[config.mk]
export PLATFORM = sky130hd
export DESIGN_NAME = eg_encoder_flat
export DESIGN_NICKNAME = d
export VERILOG_FILES = /design/src/rtl/eg_encoder_if.sv /design/src/rtl/eg_encoder.sv /design/src/flat_wrapper.sv
export SDC_FILE = /design/constraint.sdc
export NUM_CORES = 1
export LEC_CHECK = 0
export CAP_MARGIN = 15
export CELL_PAD_IN_SITES_DETAIL_PLACEMENT = 0
export CELL_PAD_IN_SITES_GLOBAL_PLACEMENT = 1
export CORE_MARGIN = 1
export CORE_UTILIZATION = 35
export CTS_CLUSTER_SIZE = 40
export DETAILED_ROUTE_END_ITERATION = 10
export PLACE_DENSITY_LB_ADDON = 0.1
export SLEW_MARGIN = 20
export SYNTH_ARGS = -nofsm -noshare
export SYNTH_HDL_FRONTEND = slang
export SYNTH_SLANG_ARGS = --single-unit
[constraint.sdc]
create_clock -name clk -period 1.95 [get_ports clk]
set_clock_uncertainty 0.1 [all_clocks]
set_input_delay 0.2925 -clock clk [delete_from_list [all_inputs] [get_ports clk]]
set_output_delay 0.2925 -clock clk [all_outputs]
set_load 0.02 [all_outputs]
[src/rtl/eg_encoder_if.sv]
// Request/serial-output bundle for the Exp-Golomb encoder.
// The master issues start/pi_data and observes the serial code stream.
// The slave is the encoder itself.
interface eg_encoder_if;
    logic       start;
    logic [3:0] pi_data;
    logic       busy;
    logic       so_data;
    logic       so_valid;
    logic       done;
    logic       err;

    modport master (
        output start,
        output pi_data,
        input  busy,
        input  so_data,
        input  so_valid,
        input  done,
        input  err
    );

    modport slave (
        input  start,
        input  pi_data,
        output busy,
        output so_data,
        output so_valid,
        output done,
        output err
    );
endinterface

[src/rtl/eg_encoder.sv]
// Order-0 Exp-Golomb serial encoder with a truncated prefix (values 0..14).
// A codeword is m ones, a zero, then the low m offset bits MSB first.
// The state register names the kind of bit currently on so_data.
// Every output is registered, so nothing reaches the outputs combinationally.
module eg_encoder (
    input  logic            clk,
    input  logic            rst,
    eg_encoder_if.slave     bus
);
    typedef enum logic [1:0] {
        IDLE   = 2'd0,
        PREFIX = 2'd1,
        STOP   = 2'd2,
        SUFFIX = 2'd3
    } state_t;

    state_t     state;
    logic [1:0] cnt;     // bits of the current field still to come after this one
    logic [1:0] m_r;     // prefix/suffix length of the codeword in flight
    logic [2:0] off_r;   // offset of the codeword in flight

    logic [1:0] m_in;
    logic [3:0] base_in;
    logic [2:0] off_in;

    // Derive m and the offset of the value being requested; 15 is rejected separately.
    always_comb begin
        m_in    = 2'd0;
        base_in = 4'd0;
        if (bus.pi_data >= 4'd7) begin
            m_in    = 2'd3;
            base_in = 4'd7;
        end else if (bus.pi_data >= 4'd3) begin
            m_in    = 2'd2;
            base_in = 4'd3;
        end else if (bus.pi_data >= 4'd1) begin
            m_in    = 2'd1;
            base_in = 4'd1;
        end
        off_in = 3'(bus.pi_data - base_in);
    end

    // Single FSM: advances one code bit per cycle and registers all outputs.
    always_ff @(posedge clk) begin
        if (rst) begin
            state        <= IDLE;
            cnt          <= 2'd0;
            m_r          <= 2'd0;
            off_r        <= 3'd0;
            bus.busy     <= 1'b0;
            bus.so_valid <= 1'b0;
            bus.so_data  <= 1'b0;
            bus.done     <= 1'b0;
            bus.err      <= 1'b0;
        end else begin
            bus.err <= 1'b0;
            case (state)
                IDLE: begin
                    bus.busy     <= 1'b0;
                    bus.so_valid <= 1'b0;
                    bus.so_data  <= 1'b0;
                    bus.done     <= 1'b0;
                    if (bus.start) begin
                        if (bus.pi_data == 4'd15) begin
                            bus.err <= 1'b1;
                        end else begin
                            m_r          <= m_in;
                            off_r        <= off_in;
                            bus.busy     <= 1'b1;
                            bus.so_valid <= 1'b1;
                            if (m_in == 2'd0) begin
                                // Value 0 is a lone stop bit and ends immediately.
                                state       <= STOP;
                                cnt         <= 2'd0;
                                bus.so_data <= 1'b0;
                                bus.done    <= 1'b1;
                            end else begin
                                state       <= PREFIX;
                                cnt         <= m_in - 2'd1;
                                bus.so_data <= 1'b1;
                            end
                        end
                    end
                end
                PREFIX: begin
                    if (cnt == 2'd0) begin
                        state       <= STOP;
                        bus.so_data <= 1'b0;
                    end else begin
                        cnt         <= cnt - 2'd1;
                        bus.so_data <= 1'b1;
                    end
                end
                STOP: begin
                    if (m_r == 2'd0) begin
                        state        <= IDLE;
                        bus.busy     <= 1'b0;
                        bus.so_valid <= 1'b0;
                        bus.so_data  <= 1'b0;
                        bus.done     <= 1'b0;
                    end else begin
                        state       <= SUFFIX;
                        cnt         <= m_r - 2'd1;
                        bus.so_data <= off_r[m_r - 2'd1];
                        bus.done    <= (m_r == 2'd1);
                    end
                end
                SUFFIX: begin
                    if (cnt == 2'd0) begin
                        state        <= IDLE;
                        bus.busy     <= 1'b0;
                        bus.so_valid <= 1'b0;
                        bus.so_data  <= 1'b0;
                        bus.done     <= 1'b0;
                    end else begin
                        cnt         <= cnt - 2'd1;
                        bus.so_data <= off_r[cnt - 2'd1];
                        bus.done    <= (cnt == 2'd1);
                    end
                end
                default: begin
                    state <= IDLE;
                end
            endcase
        end
    end
endmodule

[src/flat_wrapper.sv]
// flat-port wrapper written by rule: the top's interface ports become plain ports
module eg_encoder_flat 
  (clk, rst, bus_start, bus_pi_data, bus_busy, bus_so_data, bus_so_valid, bus_done, bus_err);
  eg_encoder_if bus_i ();
  input  logic clk;
  input  logic rst;
  input wire logic [$bits(bus_i.start)-1:0] bus_start;
  input wire logic [$bits(bus_i.pi_data)-1:0] bus_pi_data;
  output wire logic [$bits(bus_i.busy)-1:0] bus_busy;
  output wire logic [$bits(bus_i.so_data)-1:0] bus_so_data;
  output wire logic [$bits(bus_i.so_valid)-1:0] bus_so_valid;
  output wire logic [$bits(bus_i.done)-1:0] bus_done;
  output wire logic [$bits(bus_i.err)-1:0] bus_err;
  assign bus_i.start = bus_start;
  assign bus_i.pi_data = bus_pi_data;
  assign bus_busy = bus_i.busy;
  assign bus_so_data = bus_i.so_data;
  assign bus_so_valid = bus_i.so_valid;
  assign bus_done = bus_i.done;
  assign bus_err = bus_i.err;
  eg_encoder u_core (.clk(clk), .rst(rst), .bus(bus_i));
endmodule
==> results of run 1 <==
==> critical path, delay by kind of cell <==
kind,cells,cell delay [ns]
simple gates,2,0.62
mux,1,0.14
buf+inv,2,0.29
fa+ha+maj,2,0.55
==> cell type report <==
| cell class | count | area share |
|---|---|---|
| clock buffer | 4 | 0.0236 |
| inverter | 8 | 0.0270 |
| multi-input combinational | 73 | 0.498 |
| sequential | 13 | 0.234 |
| tap | 28 | 0.0315 |
| timing repair buffer | 23 | 0.186 |
==> layout by cell type, fill, tap and decap left out, drive strengths merged <==
cell,synthesis,final
buf,6,12
or4,1,1
inv,8,8
a221oi,3,3
dlygate4sd2,0,1
xnor2,3,3
nor3b,2,2
fa,1,1
a311oi,1,1
a21oi,7,7
a22o,1,1
clkdlybuf4s50,0,7
a21o,1,1
a2111oi,1,1
or3,1,1
a311o,1,1
a31oi,1,1
o21ai,2,2
and3,1,1
mux2i,4,4
ha,5,5
and2,1,1
o41ai,1,1
nor2b,5,5
nor4bb,1,1
o32ai,1,1
nand2,4,4
nand2b,1,1
clkbuf,1,4
nand4,1,1
dfxtp,13,13
nor3,3,3
dlymetal6s2s,0,3
nor2,11,11
a211oi,8,8
==> kinds of logic (layout without fill, tap and decap cells) <==
group           count (synthesis)  in the layout  synth area share
xor+xnor                        3              3            0.0305
fa+ha+maj                       6              6            0.0959
simple gates                   32             32             0.204
compound gates                 28             28             0.237
flops                          13             13             0.302
mux                             4              4            0.0465
buf+inv                        15             35            0.0843
==> state kept, by name, summed over array words and instances, names as in the netlist <==
name                cells
u_core.bus.busy         1
u_core.state            2
u_core.off_r            3
u_core.cnt              2
u_core.m_r              2
u_core.bus.so_data      1
u_core.bus.err          1
u_core.bus.done         1
==> path summary, 6_finish.rpt <==
check                        startpoint                            end  slack [ns]  cells past startpoint
max                      bus_pi_data[0]   u_core.off_r[1]$_SDFFE_PP0P_        0.14                      7
min                      bus_pi_data[3]   u_core.off_r[0]$_SDFFE_PP0P_        0.39                      4
max reg2reg  u_core.m_r[0]$_SDFFE_PP0P_  u_core.bus.so_data$_SDFF_PP0_        0.17                      6
min reg2reg  u_core.cnt[1]$_SDFFE_PP0P_     u_core.cnt[1]$_SDFFE_PP0P_        0.40                      2
==> power breakdown <==
group | switching [mW] | internal, mW | total, mW
sequential | 0.0744 | 0.330 | 0.405
combinational | 0.273 | 0.259 | 0.532
clock | 0.0891 | 0.0794 | 0.168
==> layer usage <==
layer	vias up	track usage	routed length, microns
met1	363	0.211	940
met3	2	0.0351	75
li1	405	-	-
met2	15	0.242	790
met4	0	0.0586	13
met5	-	0	0
==> what timing repair did <==
item	4_1_cts	5_1_grt
pin swaps	2	3
setup endpoints to repair	1	2
gates resized for setup	1	6
gates cloned	0	0
==> run summary, run 1 <==
Seq/Total Area, Yosys -> 0.302
Max Fclk -> 0.553 GHz
multi-input logic area -> 554 sq um
synth top area cells -> dfxtp_1 30%, ha_1 7.3%, a211oi_1 6.1%
number of flops mapped to enable cells by yosys -> 0
vias in the first global route -> 668
gr ovfl total -> 0
clock slew at reported path FFs -> 0.08 ns
post-CTS setup buffers -> 0
pwr dens -> 993 nW/um^2
CTS tree -> done
Initial Util -> 0.382
via count -> 785
cell chain of the critical path -> dlygate4sd2_1, or4_4, ha_4, inv_2, fa_1, mux2i_1, nor2_1
Max clock buf depth -> 2
Area growth syn-to-layout -> 29.2%
DR iter-0 viols -> 16
worst stage delay on the critical path -> 0.56 ns
hold_ws -> 0.387 ns
remaining antenna violation count -> 0
most common library cells after synthesis -> 13 x dfxtp_1, 11 x nor2_1, 8 x inv_1
Min-Delay Path Class -> primary input to flip-flop
Die Y -> 51.6 microns
Place WS -> -0.328 ns
syn_nets -> 114
Worst-Skew Late Latency -> 0.28 ns
Synth Instances -> 101
post-layout util -> 0.493
chip width -> 51.6 microns
Period minus WS final -> 1.81 ns
maximum fanout along the worst path -> 2
final wirelength -> 1.82 mm
via/cell ratio -> 5.27
# diodes -> 0
# rows -> 17
post-synth top area share -> 0.302
placer's final routability congestion estimate -> 0.805
die footprint -> 2660 sq um
CTS Sinks -> 13
CTS buffer count -> 3
synth unique cells -> 36
initial antenna violation count -> 0
Rel. slew slack -> 0.659
Cells after DPL -> 145
Most used DFF post-synth -> dfxtp_1
Mean Syn Cell Area -> 8.52 sq um
Final #Nets -> 135
Worst EP required -> 2.02 ns
DRT Pass-1 Iters -> 4
Tot GR Track Use -> 0.157
worst slew pin tran -> 0.511 ns
FF+latch count, synth -> 13
crit share post-route -> 0.928
status -> completed
Crit-path slowest cell -> or4_4
Core ar. -> 2250 sq um
crit path DAT -> 1.88 ns
DRC violations left -> 0
first-pass GRT wire length -> 3.10 mm
Leakage Power -> 0.454 nW
Final Non-Filler Cells -> 149
# IOs -> 12
post-route cell area -> 1110 sq um
RSZ-0062 raised after global routing -> no
WL/cell -> 12.2 microns
Synth area leader -> dfxtp_1
fin. max-slew vios -> 0
critical path class -> primary input to flip-flop
Setup crit start kind -> primary input
post-DP HPWL -> 1.39 mm
Cell Area, Placed -> 1070 sq um
peak supply drop -> 0.460 mV
most numerous cell in the Yosys netlist -> dfxtp_1
share of flip-flops with an asynchronous set or reset -> 0
Port Buf Inserts -> 11
warnings from Yosys -> 0
Hold Fails Final Rpt -> 0
Sequential Area -> 260 sq um
pin count of the biggest net entering global routing -> 15
final-report setup violation count -> 0
post-synthesis instance area -> 861 sq um
setup TNS -> 0 ns
CP endpoint kind -> flip-flop
H-tree levels -> 1
Tot Pwr -> 1.10 mW
hold_buf cts -> 0
ratio of cells with drive above 1 in the final layout -> 0.182
max-cap violation count -> 0
Root Driver -> clkbuf_4
Filler Cell Count -> 236
fin worst setup slack -> 0.141 ns
Power figures use the tool's default switching activity.
==> inputs of run 2 (changes only) <==
--- a/config.mk
+++ b/config.mk
@@ -9,10 +9,10 @@
 export CELL_PAD_IN_SITES_DETAIL_PLACEMENT = 0
 export CELL_PAD_IN_SITES_GLOBAL_PLACEMENT = 1
 export CORE_MARGIN = 1
-export CORE_UTILIZATION = 35
+export CORE_UTILIZATION = 39
 export CTS_CLUSTER_SIZE = 40
 export DETAILED_ROUTE_END_ITERATION = 10
-export PLACE_DENSITY_LB_ADDON = 0.1
+export PLACE_DENSITY = 0.85
 export SLEW_MARGIN = 20
 export SYNTH_ARGS = -nofsm -noshare
 export SYNTH_HDL_FRONTEND = slang
==> constraint.sdc (replaced) <==
create_clock -name clk -period 2.05 [get_ports clk]
set_clock_uncertainty 0.1 [all_clocks]
set_input_delay 0.3075 -clock clk [delete_from_list [all_inputs] [get_ports clk]]
set_output_delay 0.3075 -clock clk [all_outputs]
set_load 0.02 [all_outputs]
==> run 2 against run 1 <==
Core utilization up 3.9 points. Critical endpoint unchanged. Critical path depth stayed put. Setup slack lost 0.010 ns. Final area fell by 3.2%. Largest cell class unchanged. Die area fell by 9.9%. Combinational power decreased by 12%. Via count decreased by 0.89%. Flip-flop and latch count unchanged. Clock power fell by 4%.
==> run summary, run 2 (synthesized netlist as in run 1, its figures left out) <==
status -> completed
pin count of the biggest net entering global routing -> 15 (unchanged)
switching power share of the total -> 0.396 (+0.00100)
Period minus WS final -> 1.92 ns
Initial Util -> 0.426 (+0.0439)
Root Driver -> clkbuf_4
# rows -> 16 (-1)
Setup crit start kind -> primary input
Tot GR Track Use -> 0.173 (+0.0157)
Port Buf Inserts -> 11 (unchanged)
Int Pwr -> 615 uW (-7.9%)
final wirelength -> 1.76 mm (-3.0%)
source of the critical timing path -> bus_pi_data[1]
CTS buffer count -> 3 (unchanged)
RSZ-0062 raised after global routing -> no
via/cell ratio -> 5.29 (+0.46%)
Hold Startpoint -> u_core.cnt[1]$_SDFFE_PP0P_
Max Fclk -> 0.521 GHz
post-layout util -> 0.533 (+0.0395)
clock slew at reported path FFs -> 0.08 ns (about the same)
Rel. slew slack -> 0.676 (+0.0172)
peak supply drop -> 0.433 mV (-5.8%)
Leakage Power -> 0.434 nW (-4.4%)
CTS tree -> done
gr ovfl total -> 0 (unchanged)
Final #Nets -> 134 (-0.74%)
Critical Path End -> u_core.off_r[1]$_SDFFE_PP0P_
Clk pwr share -> 0.159 (+0.007)
post-CTS setup buffers -> 0 (unchanged)
vias in the first global route -> 756 (+13%)
final-report setup violation count -> 0 (unchanged)
# IOs -> 12 (unchanged)
chip width -> 49.0 microns (-5.1%)
Hold Fails Final Rpt -> 0 (unchanged)
initial antenna violation count -> 0 (unchanged)
Filler Cell Count -> 197 (-17%)
# diodes -> 0 (unchanged)
via count -> 778 (-0.89%)
fin. max-slew vios -> 0 (unchanged)
Worst-Skew Late Latency -> 0.28 ns (about the same)
crit share post-route -> 0.936
DRC violations left -> 0 (unchanged)
first-pass GRT wire length -> 3.15 mm (+1.5%)
Tot Pwr -> 1.02 mW (-7.8%)
worst reg2reg path startpoint -> u_core.m_r[0]$_SDFFE_PP0P_
sequential share of power -> 0.382 (+0.016)
Worst R2R Setup Slack -> 0.18 ns (about the same)
Die Y -> 49.0 microns (-5.1%)
H-tree levels -> 1 (unchanged)
Core ar. -> 2020 sq um (-10%)
hold_buf cts -> 0 (unchanged)
worst slew pin tran -> 0.486 ns (-0.0258 ns)
DR iter-0 viols -> 14 (-2)
Final Non-Filler Cells -> 147 (-1.3%)
net switching power -> 404 uW (-7.5%)
RR Endpoint -> u_core.bus.so_data$_SDFF_PP0_
critical path class -> primary input to flip-flop
Largest Register -> u_core.off_r
combinational power share -> 0.458 (-0.023)
Worst EP required -> 2.12 ns (+0.10 ns)
CTS Sinks -> 13 (unchanged)
Worst R2R Path Depth -> 6 (unchanged)
commonest non-fill, non-tap cell in the layout -> dfxtp_1
max reg flops -> 3 (unchanged)
maximum fanout along the worst path -> 2 (unchanged)
placer's final routability congestion estimate -> 0.834 (+3.6%)
Area growth syn-to-layout -> 25.1%
CP endpoint kind -> flip-flop
WL/cell -> 12.0 microns (-1.7%)
DRT Pass-1 Iters -> 4 (unchanged)
Cells after DPL -> 143 (-1.4%)
ratio of cells with drive above 1 in the final layout -> 0.158 (-0.0235)
remaining antenna violation count -> 0 (unchanged)
most frequent cells in the layout -> 13 x dfxtp_1, 11 x nor2_1, 11 x buf_4
crit path DAT -> 1.99 ns (+0.11 ns)
max-cap violation count -> 0 (unchanged)
Max clock buf depth -> 2 (unchanged)
die footprint -> 2400 sq um (-9.9%)
Min-Delay Path Class -> flip-flop to flip-flop
pwr dens -> 946 nW/um^2 (-4.8%)
post-DP HPWL -> 1.37 mm (-1.5%)
## run 2: cell types whose count changed in the layout (fill, tap and decap cells not counted), sizes merged
cell           previous run  this run
buf                      12        11
clkdlybuf4s50             7         8
dlymetal6s2s              3         2
## run 2: stage by stage
stage / area (sq um) / TNS (ns) / hold slack [ns] / setup WS (ns)
finish: 1080 / 0 / 0.384 / 0.131
floorplan: 861 / 0 / 0.283 / 0.0467
global route: 1080 / 0 / 0.435 / 0.00150
global placement: 1040 / -0.404 / 0.357 / -0.244
detailed placement: 1040 / -0.582 / 0.374 / -0.327
CTS: 1070 / 0 / 0.387 / 0.0124
## run 2: cell type report
| class | instances | area (sq um) | share of cell area |
|---|---|---|---|
| sequential | 13 | 260 | 0.242 |
| inverter | 8 | 30.0 | 0.0279 |
| timing repair buffer | 22 | 196 | 0.182 |
| tap | 27 | 33.8 | 0.0314 |
| multi-input combinational | 73 | 531 | 0.492 |
| clock buffer | 4 | 26.3 | 0.0244 |
## run 2: worst min path at each step
stage                                   end  depth (start not counted)
3_5_place_dp     u_core.cnt[1]$_SDFFE_PP0P_                          2
3_3_place_gp     u_core.cnt[1]$_SDFFE_PP0P_                          2
6_report         u_core.cnt[1]$_SDFFE_PP0P_                          2
4_1_cts          u_core.cnt[1]$_SDFFE_PP0P_                          2
2_1_floorplan     u_core.bus.err$_SDFF_PP0_                          1
5_1_grt        u_core.off_r[0]$_SDFFE_PP0P_                          4
## run 2: timing repair
action,in CTS,in global routing
resized for setup,2,3
pin swaps,0,1
endpoints found under the setup margin,1,1
## run 2: per-layer routing
metal	share of wire	vias up	global-route usage	wire length [microns]
met3	0.019	4	0.0187	33
met2	0.44	12	0.275	782
met1	0.51	357	0.217	902
li1	-	405	-	-
met5	0	-	0	0
met4	0.026	0	0.118	45
## run 2: worst max-delay path: stages
cell,delay [ns]
clkdlybuf4s50_1,0.41
or4_4,0.42
ha_2,0.19
inv_2,0.05
fa_1,0.40
mux2i_1,0.15
nor2_1,0.06
## run 2: power by group through the flow
stage               clock, mW  combinational [mW]  sequential [mW]
floorplan                   0               0.361            0.371
global placement            0               0.461            0.394
detailed placement          0               0.468            0.396
CTS                     0.166               0.469            0.391
global route            0.174               0.520            0.404
finish                  0.162               0.467            0.390
==> inputs of run 3 (changes only) <==
--- a/config.mk
+++ b/config.mk
@@ -12,6 +12,7 @@
 export CORE_UTILIZATION = 39
 export CTS_CLUSTER_SIZE = 40
 export DETAILED_ROUTE_END_ITERATION = 10
+export GPL_ROUTABILITY_DRIVEN = 0
 export PLACE_DENSITY = 0.85
 export SLEW_MARGIN = 20
 export SYNTH_ARGS = -nofsm -noshare
==> results of run 3 <==
The final DEF is identical to that of run 2; final timing and power are the same.
